### config.mk
export PLATFORM = sky130hd
export DESIGN_NAME = rr_arbiter4
export DESIGN_NICKNAME = d
export VERILOG_FILES = /design/src/rtl/rr_arb_pkg.sv /design/src/rtl/rr_pick.sv /design/src/rtl/rr_arbiter4.sv
export SDC_FILE = /design/constraint.sdc
export NUM_CORES = 1
export LEC_CHECK = 0
export CORE_AREA = 2 2 45 47
export CTS_BUF_LIST = sky130_fd_sc_hd__clkbuf_4 sky130_fd_sc_hd__clkbuf_8
export DETAILED_ROUTE_END_ITERATION = 12
export DIE_AREA = 0 0 47 49
export GPL_ROUTABILITY_DRIVEN = 0
export PLACE_DENSITY = 0.84
export SYNTH_ARGS = -nofsm -noshare
export SYNTH_HDL_FRONTEND = slang
export SYNTH_SLANG_ARGS = --single-unit
### constraint.sdc
create_clock -name clk -period 1.3 [get_ports clk]
set_input_delay 0.13 -clock clk [delete_from_list [all_inputs] [get_ports clk]]
set_output_delay 0.13 -clock clk [all_outputs]
set_load 0.05 [all_outputs]
### src/rtl/rr_arb_pkg.sv
// Shared types and sizes for the 4-way round-robin arbiter.
package rr_arb_pkg;
    localparam int NUM_REQ = 4;
    localparam int IDX_W   = 2;

    typedef enum logic {IDLE, GRANT} arb_state_t;
    typedef logic [IDX_W-1:0] idx_t;
endpackage

### src/rtl/rr_pick.sv
// Rotate-priority scan: first set request bit starting at ptr, wrapping mod 4.
module rr_pick
    import rr_arb_pkg::*;
(
    input  logic [NUM_REQ-1:0] req,
    input  idx_t               ptr,
    output logic               found,
    output idx_t               idx
);

    idx_t w_cand;

    // Scan from the far end back toward ptr so the closest set bit wins.
    always_comb begin
        found  = 1'b0;
        idx    = ptr;
        w_cand = ptr;
        for (int k = NUM_REQ - 1; k >= 0; k--) begin
            w_cand = ptr + idx_t'(k);
            if (req[w_cand]) begin
                found = 1'b1;
                idx   = w_cand;
            end
        end
    end

endmodule

### src/rtl/rr_arbiter4.sv
// Round-robin arbiter feeding decoder2to4; grant held until done or owner drops req.
// Optional forced release after MAX_HOLD cycles when RR_ARB_TIMEOUT_EN is defined.
module rr_arbiter4
    import rr_arb_pkg::*;
#(
    parameter int CNT_W = 8
`ifdef RR_ARB_TIMEOUT_EN
    ,
    parameter int MAX_HOLD = 16
`endif
) (
    input  logic               clk,
    input  logic               rst,
    input  logic [NUM_REQ-1:0] req,
    input  logic               done,
    output logic               gnt_valid,
    output idx_t               gnt_idx,
    output logic [CNT_W-1:0]   gnt_count,
    output logic               timeout
);

    arb_state_t r_state;
    idx_t       r_ptr;
    logic       w_found;
    idx_t       w_pick_idx;
    logic       w_release;

    rr_pick u_pick (
        .req   (req),
        .ptr   (r_ptr),
        .found (w_found),
        .idx   (w_pick_idx)
    );

    assign w_release = done | ~req[gnt_idx];

`ifdef RR_ARB_TIMEOUT_EN
    logic [7:0] r_hold;
    logic       w_expire;

    // r_hold counts GRANT cycles already completed, so the limit hits on cycle MAX_HOLD.
    assign w_expire = (r_hold == 8'(MAX_HOLD - 1));
`endif

    always_ff @(posedge clk) begin
        if (rst) begin
            r_state   <= IDLE;
            r_ptr     <= '0;
            gnt_valid <= 1'b0;
            gnt_idx   <= '0;
            gnt_count <= '0;
            timeout   <= 1'b0;
`ifdef RR_ARB_TIMEOUT_EN
            r_hold    <= '0;
`endif
        end else begin
            timeout <= 1'b0;
            case (r_state)
                IDLE: begin
                    if (w_found) begin
                        r_state   <= GRANT;
                        gnt_valid <= 1'b1;
                        gnt_idx   <= w_pick_idx;
                        if (gnt_count != '1)
                            gnt_count <= gnt_count + CNT_W'(1);
`ifdef RR_ARB_TIMEOUT_EN
                        r_hold    <= '0;
`endif
                    end
                end
                GRANT: begin
                    if (w_release) begin
                        r_state   <= IDLE;
                        gnt_valid <= 1'b0;
                        r_ptr     <= gnt_idx + idx_t'(1);
                    end
`ifdef RR_ARB_TIMEOUT_EN
                    else if (w_expire) begin
                        r_state   <= IDLE;
                        gnt_valid <= 1'b0;
                        r_ptr     <= gnt_idx + idx_t'(1);
                        timeout   <= 1'b1;
                    end else begin
                        r_hold    <= r_hold + 8'd1;
                    end
`endif
                end
            endcase
        end
    end

endmodule

Yosys cells after proc, flatten, opt, wreduce, memory -nomap -nowiden
Cells that the tools add are included. W data, S select, Z words.

Output and inout port bits: 12. Logic and storage cells: 49. Input bits: 7. Bits in registers: 14.

$add $sub $neg: 5. Bitwise operators: 3. Eq/ne operators: 3. Order comparisons: 5. Reductions and logical operators: 4. Muxes and demuxes: 24.

Operators by type and width (number): $lt A2 B3 Y1 const B (5); $mux W1 (13); $bmux W1 S2 (5); $add A8 B1 Y8 const B (1); $mux W2 (4); $ne A8 B8 Y1 const B (1); $reduce_and A2 Y1 (3); $add A2 B1 Y2 const B (2); $add A2 B2 Y2 const B (2); $ne A2 B1 Y1 const B (2); $pmux W1 S2 (2); $reduce_and A3 Y1 (1); $not A1 Y1 (2); $or A1 B1 Y1 (1).

Longest topological paths before layout
Gate-level depths: netlist of the first run.

Depth in word-level cells: 9. Mapped depth: 5. Depth with buffers taken out: 5.

Modules after synthesis
From an unflattened synthesis of the first run, not the netlist that was laid out.

Cell total of the unflattened synthesis: 100. Area, all modules: 878.3 µm².

Modules (own cells, without submodules): rr_arbiter4 (seq. area each 280.3 µm², area each 778.2 µm², instances 1, cells each 84); rr_pick (seq. area each 0.0 µm², area each 100.1 µm², instances 1, cells each 16).

Least setup slack after synthesis of the first run
No wires, ideal clock.

Path kind: register -> register. Start point: reg gnt_count[0]. End point: reg gnt_count[5]. Cell stages (with the launch flop): 6. Path slack: -0.458 ns. Period minus slack after synthesis: 1.758 ns. Library setup time: 0.092 ns. Arrival: 1.666 ns. Path buffers: 0. Required time: 1.208 ns. Cells stage by stage: dfxtp_1 ha_1 nand2_1 nor3_4 nor4_1 nor4_1.

Word-level cells in the longest chain between the ends: 2. Elaborated cells on any way between the ends: 3. Those cells by class: 1 x add/sub; 1 x eq/ne; 1 x reduce/logical.

Ends and longest elaborated chain: start, declared (line rr_arbiter4.sv:18) `output logic [CNT_W-1:0] gnt_count,`; start signal, assigned (line rr_arbiter4.sv:65) `gnt_count <= gnt_count + CNT_W'(1);`; branches (longest 2 deep; another with $add A8 B1 Y8).

Several ways; the timed one is not identified. A chain may end at the register's enable or synchronous reset.

Worst setup path after layout of the first run
Start point: reg gnt_count[1]. End point: reg gnt_count[4].

Same word-level chain as after synthesis.

==> results of run 1 <==
## layer usage
layer  wire length [µm]  part of all wire, %  vias to the layer above
li1                   -                    -                      445
met3                106                  4.1                        6
met5                  0                    0                        -
met2               1370                   53                       30
met4                 50                  1.9                        0
met1               1060                   41                      438
## registers in the layout (all words and copies together), names as in the netlist
signal,cells
r_ptr,2
gnt_valid,1
gnt_count,8
gnt_idx,2
r_state,1
## where the power goes
| part | total, µW | switching [µW] | leakage, µW | internal (µW) |
|---|---|---|---|---|
| registers | 481 | 28.5 | 0.000121 | 453 |
| clock network | 274 | 162 | 0.0000154 | 112 |
| logic | 423 | 210 | 0.000437 | 214 |
## cell usage in the layout (no fill, tap or decap), drive strengths merged, types with 3 or more instances in the layout
cell type / netlist / layout
clkbuf: 2 / 3
nor2: 10 / 10
buf: 2 / 43
o21ai: 3 / 3
nor3: 6 / 6
dfxtp: 14 / 14
nand2: 4 / 4
a21oi: 11 / 11
nand3: 4 / 4
nor4: 3 / 3
dlygate4sd2: 0 / 4
nand2b: 3 / 3
## logic make-up after synthesis
logic type | synth area share [%]
other | 0.484
adder cells (fa/ha/maj) | 1.62
multiplexers | 2.58
AO/OA/AOI/OAI | 19.9
buffers and inverters | 4.36
AND/OR/NAND/NOR | 34.9
flip-flops | 36.2
## area by class of cell
cell class,count,share of cell area (%)
Sequential cell,14,21.4
Timing Repair Buffer,49,36.3
Tap cell,27,2.35
Clock buffer,3,1.57
Multi-Input combinational cell,73,37.6
Inverter,2,0.522
Clock inverter,1,0.261
## metrics by stage
stage                     instances  util, %  power [µW]
after CTS                       168     75.1        1140
after detailed placement        158     70.4         867
final                           169     78.1        1180
after global placement          158     70.4         855
after floorplan                  93        -         686
after global routing            169     78.1        1230
## timing repair
item	CTS	global route
setup buffers	6	2
endpoints found under the setup margin	9	9
pin swaps	8	11
gates resized for setup	9	14
hold endpoints to repair	0	0
## critical path: cells and delay by family, from the launching register on
kind                       cells  cell delay, ns
DFF                            1            0.36
AOI/OAI and AO/OA              1            0.14
adders and majority gates      1            0.17
and+or+nand+nor                3            0.65
## worst paths after layout
kind	end	start	depth (start not counted)
worst max-delay path	gnt_count[4]	gnt_count[1]	5
worst min-delay path	r_ptr[0]	req[3]	4
worst max register to register	gnt_count[4]	gnt_count[1]	5
worst min register to register	r_ptr[0]	r_ptr[0]	2
==> flow_metrics.tcl, run 1 <==
set metrics [dict create \
    setup_slack_ns -0.0759 \
    cp.required_ns 1.54 \
    yosys_warnings 0 \
    initial_core_util_pct 42.1 \
    rrSetupSlack_ns -0.08 \
    drc_errors 0 \
    worstPathMaxFanout 7 \
    maxCapViolations 0 \
    nets 151 \
    start_kind "register" \
    clk_path_buf_depth 2 \
    yosysMostFrequentCell "dfxtp_1" \
    yosysSeqAreaShare_pct 36.2 \
    wl_per_cell_um 15.3 \
    wirelength_um 2590 \
    worstPathArrival_ns 1.62 \
    synth_cells 93 \
    core_area_mm2 0.00184 \
    yosys-top-cells-area "dfxtp_1 (36%), a21oi_1 (7.1%), nor2_1 (4.8%)" \
    yosysTopAreaCellShare_pct 36.2 \
    grt_pass1_vias 929 \
    routed_via_density 5.44 \
    hold_slack_ns 0.456 \
    avgSynthCellArea_um2 8.33 \
    cts_root_buf "clkbuf_4" \
    design_area_mm2 0.00144 \
    area_growth_pct 85.8 \
    place.port_buffers 17 \
    met3_usage_pct 4.81 \
    slowest_delay_ns 0.51 \
    power_density_mw_per_mm2 819 \
    rsz0062_at_grt "yes" \
    yosysTopAreaCell "dfxtp_1" \
    ys_ff_latch 14 \
    p_leak_uw 0.000573 \
    regArea_um2 308 \
    diodes 0 \
    synth_edf_count 0 \
    cp_cell_sequence "ha_4 -> nand2_4 -> nor3_4 -> or4_1 -> a21oi_2" \
    drive_gt1_share_pct 52.8 \
    drtPass1Iterations 4 \
    min_period_over_period_pct 106 \
    clkLatencyLatePin_ns 0.30 \
    vias 919 \
    violations "negative setup slack" \
    outcome "finished, violations left" \
    grt_max_degree 15 \
    skew_ns 0.00979 \
    multi_input_area_um2 541 \
    dpl_cell_area_mm2 0.00130 \
    ios 19 \
    die_x_um 47 \
    cts_tree "done" \
    met2_usage_pct 39.0 \
    finalSetupViolCount 5 \
    post-place-ws_ns -0.390 \
    synth_area_um2 774 \
    antenna_found_initial 0 \
    max_freq_ghz 0.727 \
    synth_nets 101 \
    hold_class "in -> reg" \
    setup_tns_ns -0.323 \
    drtAntennaViolNets 0 \
    hold_buffers 0 \
    drv_slew 0 \
    ir_drop_mv 0.747 \
    cp-end-kind "register" \
    design.die.area_mm2 0.00230 \
    grt_use_met1_pct 32.8 \
    clock_sinks 14 \
    synth_common_cells "dfxtp_1 (14), a21oi_1 (11), nor2_1 (10), nor3_1 (5)" \
    die_h_um 49 \
    first_iter_violations 33 \
    hold_viol_final 0 \
    grt_pass1_wl_um 4190 \
    critPathKind "reg -> reg" \
    htreeDepth 1 \
    rows 16 \
    period_needed_ns 1.38 \
    clkSlewWorstSetupHoldPaths_ns 0.09 \
    grt_remaining_overflow 0 \
    cts_made_buffers 3 \
    busiest_layer "met2" \
    synth_cell_types 37 \
    fillers 121 \
    dp_hpwl_um 1680 \
    cp_slowest_cell "or4_1" \
    grt_usage_pct 25.4 \
    async_flop_share_pct 0 \
    ys.flop_type "dfxtp_1" \
]
Note: power is estimated with default switching activity, not from simulation.
==> inputs of run 2 (changes only) <==
Settings changed: CORE_AREA 2 2 45 47 to 2 2 47 49, DIE_AREA 0 0 47 49 to 0 0 49 51, SYNTH_HIERARCHICAL from default to 1.
==> run 2 against run 1 <==
Effect of this change:
- the run still ends with negative setup slack left
- utilization shrank 4.6 points
- first-iteration DRC count decreased by 73%
- critical endpoint is now gnt_count[5]
- worst hold slack gained 0.068 ns
- largest power group unchanged
- setup slack worse by 0.015 ns
==> flow_metrics.tcl, run 2 <==
set metrics [dict create \
    async_flop_share_pct 0 \
    fillers 156 \
    hold_depth 2 \
    cp_top_family "simple AND/OR/NAND/NOR gates" \
    rrSetupSlack_ns -0.09 \
    outcome "finished, violations left" \
    clkLatencyLatePin_ns 0.29 \
    routed_via_density 5.26 \
    yosysMostFrequentCell "dfxtp_1" \
    ios 19 \
    core_area_mm2 0.00206 \
    regArea_um2 307 \
    max_freq_ghz 0.719 \
    clkSlewWorstSetupHoldPaths_ns 0.09 \
    antenna_found_initial 0 \
    nets 155 \
    avgSynthCellArea_um2 8.78 \
    ir_drop_mv 0.980 \
    min_period_over_period_pct 107 \
    yosys-top-cells-area "dfxtp_1 (32%), nor2b_1 (4.3%), mux2i_1 (3.4%)" \
    die_x_um 49 \
    violations "negative setup slack" \
    post-place-ws_ns -0.470 \
    yosysSeqAreaShare_pct 31.9 \
    cts_made_buffers 3 \
    grt_remaining_overflow 0 \
    power_density_mw_per_mm2 834 \
    grt_pass1_vias 964 \
    top_regs "gnt_count (8), gnt_idx (2), r_ptr (2)" \
    wl_per_cell_um 14.0 \
    drv_slew 0 \
    cp-endpoint "gnt_count[5]" \
    synth_edf_count 0 \
    grt_max_degree 11 \
    synth_area_um2 878 \
    drtPass1Iterations 4 \
    critPathBufInv 0 \
    worst-path-stages 4 \
    first_iter_violations 9 \
    met2_length_um 1340 \
    multi_input_area_um2 641 \
    maxCapViolations 0 \
    cts_root_buf "clkbuf_4" \
    ys_ff_latch 14 \
    synth_cell_types 41 \
    hold_class "reg -> reg" \
    slowest_delay_ns 0.36 \
    critPathLaunch "gnt_count[0]" \
    power_uw 1260 \
    start_kind "register" \
    worstPathArrival_ns 1.58 \
    setup_slack_ns -0.0909 \
    worstPathMaxFanout 4 \
    clock_sinks 14 \
    yosysTopAreaCellShare_pct 31.9 \
    critPathKind "reg -> reg" \
    wl_met3_um 83 \
    vias 916 \
    period_needed_ns 1.39 \
    clk_path_buf_depth 2 \
    drive_gt1_share_pct 56.2 \
    cts_tree "done" \
    hold_buffers 0 \
    drt-met1-wl_um 965 \
    dp_hpwl_um 1760 \
    cp-end-kind "register" \
    skew_ns 0.00937 \
    layout_commonest_cell "buf_4" \
    synth_common_cells "dfxtp_1 (14), nand2_1 (8), nor2_1 (8), nor2b_1 (6)" \
    die_h_um 51 \
    largest_reg_flops 8 \
    synth_nets 108 \
    fin_util_pct 73.5 \
    cp_cell_sequence "ha_4 -> and4_4 -> nor4b_4 -> mux2_4" \
    largest-register "gnt_count" \
    initial_core_util_pct 42.6 \
    cp_slowest_cell "dfxtp_4" \
    yosysTopAreaCell "dfxtp_1" \
    drtAntennaViolNets 0 \
    wirelength_um 2440 \
    cp.required_ns 1.49 \
    grt_pass1_wl_um 4100 \
    grt_usage_pct 21.4 \
    regToRegStartpoint "gnt_count[0]" \
    design.die.area_mm2 0.00250 \
    ys.flop_type "dfxtp_1" \
    synth_cells 100 \
    setup_tns_ns -0.153 \
    rows 17 \
    yosys_warnings 6 \
    layout_common_cells "buf_4 (28), buf_12 (11), nor2b_1 (6), nor2_1 (6), dfxtp_2 (6)" \
    diodes 0 \
    place.port_buffers 17 \
    rr_worst_depth 4 \
    hold_viol_final 0 \
    area_growth_pct 72.6 \
    reg2reg_to "gnt_count[5]" \
    p_leak_uw 0.000616 \
    rsz0062_at_grt "yes" \
    htreeDepth 1 \
    drc_errors 0 \
    finalSetupViolCount 3 \
    highest_layer "met4" \
]
## run 2: kinds of logic (layout without fill, tap and decap cells)
| group | count (synthesis) | in the layout | synth area share [%] |
|---|---|---|---|
| adder cells (fa/ha/maj) | 1 | 1 | 1.42 |
| flip-flops | 14 | 14 | 31.9 |
| buffers and inverters | 8 | 54 | 4.99 |
| AND/OR/NAND/NOR | 48 | 48 | 33.9 |
| multiplexers | 6 | 6 | 7.69 |
| AO/OA/AOI/OAI | 22 | 22 | 19.7 |
| other | 1 | 1 | 0.427 |
## run 2: timing repair
item	CTS	global route
setup endpoints to repair	11	9
buffers inserted	1	1
cloned	0	0
pin swaps	9	8
resized for setup	14	9
## run 2: layer usage
metal,up-vias,GRT usage (%)
li1,453,-
met1,436,21.7
met2,21,41.1
met3,6,4.39
met4,0,11.9
met5,-,0
## run 2: area by class of cell
type	instances	share of cell area, %
Inverter	5	1.24
Clock buffer	4	1.98
Multi-Input combinational cell	78	42.2
Sequential cell	14	20.2
Timing Repair Buffer	45	32.0
Tap cell	28	2.31
## run 2: power by group
group / switching [µW] / internal (µW) / total (µW)
Clock: 151 / 140 / 292
Combinational: 233 / 245 / 478
Sequential: 34.4 / 461 / 495
## run 2: how the worst min path moves through the flow
stage | to | slack, ns | from
4_1_cts | gnt_idx[1] | 0.50 | gnt_idx[1]
2_1_floorplan | r_ptr[0] | 0.38 | req[3]
5_1_grt | r_ptr[1] | 0.54 | r_ptr[1]
3_5_place_dp | gnt_idx[1] | 0.49 | gnt_idx[1]
3_3_place_gp | gnt_idx[1] | 0.49 | gnt_idx[1]
6_report | gnt_idx[1] | 0.52 | gnt_idx[1]
## run 2: tightest hold or removal path: stages (launching register included)
cell,delay (ns)
dfxtp_2,0.36
nand2_1,0.08
a21oi_2,0.05
## run 2: stage by stage
step                cell area, µm²  std cells  hold WS [ns]
floorplan                      916        100         0.381
global placement              1400        168         0.489
detailed placement            1400        168         0.492
CTS                           1470        173         0.503
global route                  1520        174         0.542
finish                        1520        174         0.524
==> variant 1, RTL diff (settings of run 2) <==
Change the parameter `CNT_W` from 8 to 10.
--- a/src/rtl/rr_arbiter4.sv
+++ b/src/rtl/rr_arbiter4.sv
@@ -3,7 +3,7 @@
 module rr_arbiter4
     import rr_arb_pkg::*;
 #(
-    parameter int CNT_W = 8
+    parameter int CNT_W = 10
 `ifdef RR_ARB_TIMEOUT_EN
     ,
     parameter int MAX_HOLD = 16
Interface: changed (resized gnt_count); port bits go from 19 to 21. The function was not compared with the original's and may differ.
==> variant 1 against run 2 <==
  * The run still ends with negative setup slack left
  * Cell area is 3.1% higher
  * Area after synthesis rose by 2.0%
  * Wire length grew 3.4%
  * Core utilization grew 2.3 points
  * Largest cell class unchanged
  * Combinational power is 11% lower
  * Worst setup slack improved by 0.056 ns
  * Sequential cell count up 2
  * Total power is 0.50% lower
==> variant 1: results (changes against run 2) <==
- DP Area: 1460 um^2 (+4.3%)
- Nets: 157 (+1.3%)
- Vias: 948 (+3.5%)
- Port-buffer cells: 19 (+2)
- Failing checks: negative setup slack
- Int Power: 0.851 mW (+0.48%)
- 1st-iter DRT viols: 8 (-1)
- Largest net degree at the start of global routing: 10 (-1)
- Worst setup margin: -0.0348 ns (+0.0561 ns)
- Fill count: 145 (-7.1%)
- Met2 Track Usage GR: 40.0% (-1.1 points)
- Critical Path Slowest Stage Cell: or4_1
- Status: finished, violations left
- Synth area leaders: dfxtp_1 36%, mux2i_1 7.8%, nor2_1 7.5%, nor3_1 3.9%, a211oi_1 3.4%
- Met1 GRT Util: 19.2% (-2.4 points)
- Leak pwr: 0.660 nW (+7.2%)
- Clock power frac: 21.7% (-1.4 points)
- Clock skew: 0.00897 ns (-0.000394 ns)
- Met2 wire length: 1.45 mm (+7.5%)
- Worst slack at placement: -0.461 ns (+0.00826 ns)
- Sequential share of the synthesized area: 35.8% (+3.8 points)
- Synth Area per Inst: 8.70 um^2 (-0.98%)
- Hold WC Path Type: primary input to register
- H-tree depth: 1 (unchanged)
- Hold path cells: 5 (+3)
- Dpl hpwl: 1.85 mm (+4.8%)
- Final wirelength: 2.52 mm (+3.4%)
- PostCTS Resize Cnt: 11 (-3)
- Max VDD drop: 0.665 mV (-32%)
- Met3 Resource Use GR: 3.51% (-0.88 points)
- Reg2reg start: r_ptr[0]$_SDFFE_PP0P_
- Postcts setup bufs: 0 (-1)
- CP Max Fanout: 2 (-2)
- First-pass GRT wire length: 3.82 mm (-6.9%)
- Gate power share: 33.8% (-4.0 points)
- CP endpoint: gnt_idx[1]$_SDFFE_PP0P_
- Routed wl met3: 99 um (+19%)
- Final setup violation count: 4 (+1)
## variant 1: cell types whose count changed after synthesis, moves of 3 or more
cell / run 2 / this run
nor2_1: 8 / 18
mux2i_1: 3 / 7
nand2_1: 8 / 5
nor2b_1: 6 / 3
xor2_1: 0 / 3
## variant 1: stage by stage
step	utilization (%)	total power, mW	hold WS [ns]
after CTS	72.9	1.24	0.485
after global routing	75.8	1.32	0.526
after detailed placement	70.8	0.969	0.493
final	75.8	1.26	0.508
after global placement	70.8	0.952	0.478
after floorplan	-	0.763	0.193
## variant 1: kinds of logic (layout without fill, tap and decap cells)
logic type,after synthesis,after routing,share of synthesized area (%)
buffers and inverters,7,52,3.49
XOR/XNOR,3,3,2.93
AND/OR/NAND/NOR,49,49,31.3
flip-flops,16,16,35.8
adder cells (fa/ha/maj),1,1,1.40
AO/OA/AOI/OAI,19,19,16.9
multiplexers,7,7,7.82
other,1,1,0.419
## variant 1: worst min path at each step
stage                                     end  slack (ns)
finish                gnt_idx[0]$_SDFFE_PP0P_        0.51
CTS                        r_state$_SDFF_PP0_        0.49
detailed placement  gnt_count[7]$_SDFFE_PP0P_        0.49
global route        gnt_count[7]$_SDFFE_PP0P_        0.53
global placement    gnt_count[7]$_SDFFE_PP0P_        0.48
floorplan           gnt_count[7]$_SDFFE_PP0P_        0.19
## variant 1: area by class of cell
cell class | instances | share of cell area, %
Clock buffer | 3 | 1.44
Clock inverter | 1 | 0.240
Inverter | 4 | 0.960
Timing Repair Buffer | 44 | 32.9
Sequential cell | 16 | 23.0
Tap cell | 28 | 2.24
Multi-Input combinational cell | 80 | 39.3
## variant 1: worst reg2reg max path, delay by kind of cell, from the launching register on
kind / cells / cell delay [ns]
and+or+nand+nor: 4 / 0.87
DFF: 1 / 0.33
muxes: 1 / 0.08
==> variant 2, RTL diff (settings of run 2) <==
Made on the original files. Reset style: asynchronous (`rst`), changed in one clocked block.
--- a/src/rtl/rr_arbiter4.sv
+++ b/src/rtl/rr_arbiter4.sv
@@ -42,7 +42,7 @@
     assign w_expire = (r_hold == 8'(MAX_HOLD - 1));
 `endif
 
-    always_ff @(posedge clk) begin
+    always_ff @(posedge clk or posedge rst) begin
         if (rst) begin
             r_state   <= IDLE;
             r_ptr     <= '0;
Behaviour: differs if rst is asserted again (counterexample within 4 cycles, from zero or initial values and one cycle with rst high); with rst held inactive, the same outputs for 10 cycles.
==> variant 2 against run 2 <==
  * The run still ends with negative setup slack left
  * Wire length grew 2.2%
  * Worst setup slack better by 0.053 ns
  * Area after synthesis fell by 6.4%
  * Cell area down 2.3%
  * Sequential cell count is the same
  * Via count down 5.2%
  * Sequential share of layout area grew 4.3 points
  * Highest routed layer unchanged
Power is left out: it rests on default switching activity, and per cell area and clock period it moved more than threefold.
==> variant 2: results (changes against run 2) <==
- Vias per inst: 5.20 (-1.3%)
- Clk_lat worst skew: 0.28 ns
- H-tree depth: 1 (unchanged)
- Synth area leaders: dfrtp_1 43%, nand2_1 5.5%, nor2_1 5.0%, a21oi_1 3.0%, mux2_1 2.7%
- Worst r2r path cells: 5 (+1)
- Post-synth ARST share: 100% (+100 points)
- Syn nets: 97 (-10%)
- Failing checks: negative setup slack
- Hold WC Path Type: primary input to async pin
- All-Layer GR Usage: 21.4% (about the same)
- Status: finished, violations left
- Largest net degree at the start of global routing: 15 (+4)
- Nets: 148 (-4.5%)
- Dpl hpwl: 1.66 mm (-6.0%)
- Vias in the first global route: 926 (-3.9%)
- CTS Root Cell: clkbuf_4
- Yosys cell types: 34 (-17%)
- TNS Setup: -0.132 ns (+0.0204 ns)
- Worst setup margin: -0.0375 ns (+0.0534 ns)
- DP Area: 1360 um^2 (-2.7%)
- Largest regs: gnt_count (8), gnt_idx (2), r_ptr (2)
- Highest routed layer: met4
- M1 WL: 1.03 mm (+6.4%)
- CTS Buffer Depth: 2 (unchanged)
- Met2 wire length: 1.32 mm (-1.9%)
- Yosys warning total: 6 (unchanged)
- Final setup violation count: 4 (+1)
- Clk slew on worst S/H paths: 0.10 ns
- First-pass GRT wire length: 4.08 mm (-0.34%)
- Port-buffer cells: 17 (unchanged)
- Max stage delay on crit path: 0.45 ns (+0.09 ns)
- Clock skew: 0.00506 ns (-0.00431 ns)
- Initial antenna violation count: 0 (unchanged)
- Post-synth top cells: 14 x dfrtp_1, 12 x nand2_1, 11 x nor2_1, 5 x a21oi_1, 4 x inv_1
- Drt first pass iters: 4 (unchanged)
- Routed wl met3: 102 um (+23%)
- Critical Path Slowest Stage Cell: dfrtp_2
- Reg2reg start: gnt_count[1]$_DFFE_PP0P_
- Worst slack at placement: -0.392 ns (+0.0772 ns)
- FF-to-FF End: gnt_count[1]$_DFFE_PP0P_
- Final wirelength: 2.49 mm (+2.2%)
- Sequential share of the synthesized area: 42.6% (+11 points)
- CP Max Fanout: 4 (unchanged)
- Total CTS buffers: 3 (unchanged)
- CP Data Arrival Time: 1.51 ns (-0.07 ns)
- Ant diodes: 0 (unchanged)
- Top_reg_cell synth: dfrtp_1
- Share of post-route cells with drive strength above 1: 55.4% (-0.77 points)
- 1st-iter DRT viols: 37 (+28)
==> variant 2: routing by layer <==
layer / global-route usage, % / up-vias
met4: 10.0 / 0
met1: 25.6 / 425
li1: - / 406
met2: 38.4 / 29
met5: 0 / -
met3: 2.92 / 8
==> variant 2: worst max-delay path: cells and delay by family (launching register included) <==
family        cells  cell delay (ns)
fa+ha+maj         1             0.19
mux               1             0.29
simple gates      3             0.30
flops             1             0.45
==> variant 2: worst max-delay path by stage <==
stage / start / to / slack, ns
floorplan: gnt_count[0]$_DFFE_PP0P_ / gnt_count[1]$_DFFE_PP0P_ / -0.17
global placement: req[2] / gnt_count[7]$_DFFE_PP0P_ / -0.34
detailed placement: req[3] / gnt_count[7]$_DFFE_PP0P_ / -0.39
CTS: gnt_count[0]$_DFFE_PP0P_ / gnt_count[1]$_DFFE_PP0P_ / -0.03
global route: r_ptr[0]$_DFFE_PP0P_ / gnt_idx[1]$_DFFE_PP0P_ / -0.07
finish: gnt_count[1]$_DFFE_PP0P_ / gnt_count[1]$_DFFE_PP0P_ / -0.04
==> variant 2: kinds of logic (layout without fill, tap and decap cells) <==
family / Yosys count / in the layout / share of synthesized area, %
adders and majority gates: 1 / 1 / 1.52
xor gates and xnor gates: 2 / 2 / 2.13
muxes: 5 / 5 / 7.00
other: 1 / 1 / 0.456
buffers and inverters: 5 / 55 / 2.74
DFF: 14 / 14 / 42.6
and+or+nand+nor: 45 / 45 / 30.1
AOI/OAI and AO/OA: 16 / 16 / 13.4
==> variant 2: layout make-up <==
type                       count  area [um^2]
clock buffer                   4         36.3
fill                         152          582
inverter                       4         15.0
multi-input combinational     70          524
sequential                    14          363
tap                           28         35.0
timing repair buffer          47          508
==> variant 2: repair_timing <==
action                     4_1_cts  5_1_grt
setup endpoints to repair        5        9
resized for setup                6       10
buffers inserted                 4        2
pin swaps                        4        6
==> variant 2: through the flow <==
step           instances  utilization (%)  hold WS (ns)
6_report             167             71.8         0.138
5_1_grt              167             71.8         0.147
4_1_cts              165             69.5         0.141
3_5_place_dp         157             66.1         0.440
3_3_place_gp         157             66.1         0.447
2_1_floorplan         89                -        0.0185
